$ cat config.mk
export PLATFORM = sky130hd
export DESIGN_NAME = pixel_buffer
export DESIGN_NICKNAME = d
export VERILOG_FILES = /design/src/rtl/pixel_buffer.sv
export SDC_FILE = /design/constraint.sdc
export NUM_CORES = 1
export LEC_CHECK = 0
export ABC_AREA = 1
export CAP_MARGIN = 0
export CORE_MARGIN = 2
export CORE_UTILIZATION = 38
export CTS_BUF_LIST = sky130_fd_sc_hd__clkbuf_2 sky130_fd_sc_hd__clkbuf_4 sky130_fd_sc_hd__clkbuf_8
export CTS_CLUSTER_DIAMETER = 120
export DETAILED_ROUTE_END_ITERATION = 10
export HOLD_SLACK_MARGIN = 0.02
export PLACE_DENSITY = 0.58
export SYNTH_ARGS = -nofsm -noshare
export SYNTH_HDL_FRONTEND = slang
export SYNTH_SLANG_ARGS = --single-unit
$ cat constraint.sdc
create_clock -name clk -period 2.3 [get_ports clk]
set_input_delay 0.23 -clock clk [delete_from_list [all_inputs] [get_ports clk]]
set_output_delay 0.23 -clock clk [all_outputs]
set_load 0.02 [all_outputs]
$ cat src/rtl/pixel_buffer.sv
// Per-lane pixel FIFO feeding the contention tree: rasterizer pushes pixels, the tree pulls them
// through a req/ack handshake that pops at most one word per rising edge of req.
module pixel_buffer #(
  parameter int unsigned LENGTH      = 8,
  parameter int unsigned PIXEL_WIDTH = 8,
  parameter int unsigned DEPTH       = 16
) (
  input  logic                   clk,
  input  logic                   rst_n,
  input  logic [PIXEL_WIDTH-1:0] pix_in,
  input  logic                   wr_en,
  input  logic                   flush,
  input  logic                   req,
  output logic                   ack,
  output logic [PIXEL_WIDTH-1:0] pix_out,
  output logic [LENGTH-1:0]      fill,
  output logic                   full,
  output logic                   empty,
  output logic                   overflow
);

  localparam int unsigned PtrW = $clog2(DEPTH);

  typedef enum logic [1:0] {StIdle, StAck, StHold} state_e;

  state_e                 state_q, state_d;
  logic [PtrW-1:0]        wr_ptr_q, wr_ptr_d;
  logic [PtrW-1:0]        rd_ptr_q, rd_ptr_d;
  logic [LENGTH-1:0]      fill_q, fill_d;
  logic                   full_q, full_d;
  logic                   empty_q, empty_d;
  logic                   overflow_q, overflow_d;
  logic                   ack_q, ack_d;
  logic [PIXEL_WIDTH-1:0] pix_out_q, pix_out_d;
  logic [PIXEL_WIDTH-1:0] mem_q [DEPTH];

  logic pop;
  logic wr_accept;
  logic wr_drop;

  // A pop frees the head slot first, so a write on a full FIFO in the same edge is accepted.
  assign pop       = (state_q == StIdle) && req && !empty_q;
  assign wr_accept = wr_en && (!full_q || pop);
  assign wr_drop   = wr_en && full_q && !pop;

  always_comb begin
    state_d    = state_q;
    wr_ptr_d   = wr_ptr_q;
    rd_ptr_d   = rd_ptr_q;
    fill_d     = fill_q;
    overflow_d = overflow_q;
    ack_d      = 1'b0;
    pix_out_d  = pix_out_q;
    if (flush) begin
      state_d    = StIdle;
      wr_ptr_d   = '0;
      rd_ptr_d   = '0;
      fill_d     = '0;
      overflow_d = 1'b0;
    end else begin
      if (wr_accept) begin
        wr_ptr_d = wr_ptr_q + PtrW'(1);
      end
      if (pop) begin
        rd_ptr_d  = rd_ptr_q + PtrW'(1);
        pix_out_d = mem_q[rd_ptr_q];
        ack_d     = 1'b1;
      end
      if (wr_accept && !pop) begin
        fill_d = fill_q + LENGTH'(1);
      end else if (!wr_accept && pop) begin
        fill_d = fill_q - LENGTH'(1);
      end
      if (wr_drop) begin
        overflow_d = 1'b1;
      end
      unique case (state_q)
        StIdle:  if (pop) state_d = StAck;
        StAck:   state_d = req ? StHold : StIdle;
        StHold:  if (!req) state_d = StIdle;
        default: state_d = StIdle;
      endcase
    end
    full_d  = (fill_d == LENGTH'(DEPTH));
    empty_d = (fill_d == '0);
  end

  always_ff @(posedge clk or negedge rst_n) begin
    if (!rst_n) begin
      state_q    <= StIdle;
      wr_ptr_q   <= '0;
      rd_ptr_q   <= '0;
      fill_q     <= '0;
      full_q     <= 1'b0;
      empty_q    <= 1'b1;
      overflow_q <= 1'b0;
      ack_q      <= 1'b0;
      pix_out_q  <= '0;
    end else begin
      state_q    <= state_d;
      wr_ptr_q   <= wr_ptr_d;
      rd_ptr_q   <= rd_ptr_d;
      fill_q     <= fill_d;
      full_q     <= full_d;
      empty_q    <= empty_d;
      overflow_q <= overflow_d;
      ack_q      <= ack_d;
      pix_out_q  <= pix_out_d;
    end
  end

  // Storage is deliberately left out of reset.
  always_ff @(posedge clk) begin
    if (wr_accept && !flush) begin
      mem_q[wr_ptr_q] <= pix_in;
    end
  end

  assign ack      = ack_q;
  assign pix_out  = pix_out_q;
  assign fill     = fill_q;
  assign full     = full_q;
  assign empty    = empty_q;
  assign overflow = overflow_q;

endmodule
==> metrics.yaml <==
syn_nets: 624
drv_slew: 0
first_pass_iters: 5
fin_cells: 901
initial_core_util_pct: 39.0
intPower_uw: 5240
syn_area_um2: 6790
die_w_um: 138
numCtsBuffers: 17
yosysUniqueCellTypes: 34
routed-wl-met3_um: 1130
grt_pass1_wl_um: 24600
cts_setup_buffers: 0
yosysWarningCount: 0
p_leak_uw: 0.00288
relSlewSlack_pct: 52.0
fmax_ghz: 0.517
fin_skew_ns: 0.0140
antenna_cells: 0
holdBufCountCts: 0
setup_viol: 0
powerDensity_nw_per_um2: 982
period_share_pct: 84.1
yosys.area.top_type: "edfxtp_1"
crit_required_ns: 2.67
post_drt_wl_per_cell_um: 17.8
arrival_ns: 2.31
clockPowerShare_pct: 29.1
n_fill_cell: 1617
synth.area.top_cells: "edfxtp_1 57%, dfrtp_1 11%, nor2_1 7.6%"
core-area_um2: 17400
die_area_um2: 19000
wl_um: 16000
synth_edf_count: 128
clockBufferDepth: 2
ys.flop_type: "edfxtp_1"
yosysMostFrequentCell: "nor2_1"
path_clk_slew_ns: 0.09
startpoint_type: "register"
hold_path_class: "in -> async"
die_h_um: 138
place_ws_ns: 0.117
io_buffers: 32
hold_viol_final: 0
synth_common_cells: "137 x nor2_1, 128 x edfxtp_1, 54 x o21ai_0"
highest-signal-layer: "met4"
dp_cells: 869
switchingPower_uw: 2600
endpoint_kind: "register"
grt_start_max_net_pins: 45
setup_tns_ns: 0
grtUsageTotal_pct: 18.1
period_needed_ns: 1.94
timing.hold.ws_ns: 0.163
rsz0062_at_grt: "false"
grt_pass1_vias: 4468
wl_met1_um: 7280
syn_area_per_cell_um2: 11.2
pin_count: 33
ys_ff_latch: 158
clk_latency_ns: 0.46
cts_resized: 0
switching_share_pct: 33.2
final_area_um2: 7980
worst_slew_pin_slew_ns: 0.721
cts_max_level: 4
setup_slack_ns: 0.365
clkSinkCount: 158
maxCapViolations: 0
synthArstFlopShare_pct: 19.0
fin_nets: 683
seqPwrFrac_pct: 43.8
antenna_left: 0
antenna_found_initial: 0
status: "finished, final reports clean"
dpl_cell_area_um2: 7530
synth_cells: 604
dr_wl_met2_um: 7370
ir_drop_mv: 0.460
post-route-drc-count: 0
dp_hpwl_um: 10700
rows: 48
viasPerCell: 5.13
num_vias: 4619
yosysTopAreaCellShare_pct: 56.6
p_comb_share_pct: 27.1
critPathKind: "reg -> reg"
yosysSeqAreaShare_pct: 67.6
synthToLayoutAreaGrowth_pct: 17.5
drive_above_1_share_pct: 13.6
grt-ovfl-total: 0
place_congestion: 0.869
crit_fanout: 44
root_buffer: "clkbuf_8"
cts_tree: "done"
drt_iter0_drc: 407
final cells by class:
class,count,area (µm²),share of cell area (%)
sequential,158,4600,57.6
clock inverter,14,204,2.55
inverter,39,146,1.83
timing repair buffer,69,598,7.49
tap,225,282,3.53
multi-input combinational,378,1910,23.9
clock buffer,18,248,3.10
sequential cells by signal (all words and copies together), names as in the netlist, 2 cells and up:
| name | flops |
|---|---|
| fill | 8 |
| mem_q | 128 |
| pix_out | 8 |
| rd_ptr_q | 4 |
| state_q | 2 |
| wr_ptr_q | 4 |
worst max-delay path, stage by stage, from the launching register on:
cell and delay [ns]:
dfrtp_2 0.84, buf_4 0.32, o21ai_0 0.13, o211ai_1 0.25, o211ai_1 0.13, a31oi_1 0.16
placed cells by master, fill, tap and decap left out, types with 2 or more instances in the layout:
| master | instances |
|---|---|
| o211ai_1 | 31 |
| o21ai_0 | 54 |
| nor2_1 | 137 |
| nor3_1 | 2 |
| clkinvlp_4 | 2 |
| dfrtp_1 | 27 |
| a31oi_1 | 9 |
| nand3_4 | 2 |
| inv_1 | 30 |
| edfxtp_1 | 128 |
| bufinv_16 | 4 |
| inv_6 | 3 |
| clkbuf_8 | 18 |
| clkdlybuf4s50_1 | 32 |
| nand2_1 | 49 |
| nand3_1 | 37 |
| a21oi_1 | 5 |
| inv_2 | 8 |
| o21ai_1 | 26 |
| dfrtp_2 | 2 |
| nand4_1 | 5 |
| clkinv_4 | 3 |
| nand2_2 | 2 |
| buf_4 | 37 |
| nor2_4 | 3 |
| ha_1 | 7 |
logic make-up (layout without fill, tap and decap cells):
| family | Yosys count | count (layout) | share of synthesized area [%] |
|---|---|---|---|
| adders and majority gates | 7 | 7 | 1.29 |
| buffers and inverters | 68 | 140 | 4.29 |
| and+or+nand+nor | 241 | 241 | 15.6 |
| xor gates and xnor gates | 2 | 2 | 0.258 |
| DFF | 158 | 158 | 67.6 |
| AOI/OAI and AO/OA | 128 | 128 | 10.9 |
path summary, 6_finish.rpt:
kind | start | end | slack, ns | cells after the start
hold / removal | rst_n | fill[1]$_DFF_PN0_ | 0.16 | 2
hold reg to reg | state_q[1]$_DFFE_PN0P_ | state_q[1]$_DFFE_PN0P_ | 0.53 | 1
setup / recovery | rd_ptr_q[1]$_DFFE_PN0P_ | pix_out[6]$_DFFE_PN0P_ | 0.36 | 5
max in group asynchronous | rst_n | empty$_DFF_PN1_ | 1.81 | 2
setup reg to reg | rd_ptr_q[1]$_DFFE_PN0P_ | pix_out[6]$_DFFE_PN0P_ | 0.36 | 5
min in group clk | req | state_q[1]$_DFFE_PN0P_ | 0.43 | 3
power by group through the flow:
stage | logic (µW) | registers, µW | clock network (µW)
2_1_floorplan | 1310 | 3550 | 0
3_3_place_gp | 2100 | 3500 | 0
3_5_place_dp | 2120 | 3500 | 0
4_1_cts | 2130 | 3440 | 2320
5_1_grt | 2370 | 3460 | 2450
6_report | 2130 | 3430 | 2280
stage by stage:
step	utilization (%)	total power (µW)
final	45.8	7840
after global routing	45.8	8280
after CTS	45.8	7880
after detailed placement	43.2	5610
after global placement	43.2	5600
after floorplan	-	4860
layer usage:
| layer | track usage [%] | vias up |
|---|---|---|
| met5 | 0 | - |
| met4 | 7.37 | 0 |
| met3 | 4.78 | 18 |
| met2 | 28.2 | 170 |
| met1 | 24.2 | 2193 |
| li1 | - | 2238 |
(Power assumes the default switching activity.)
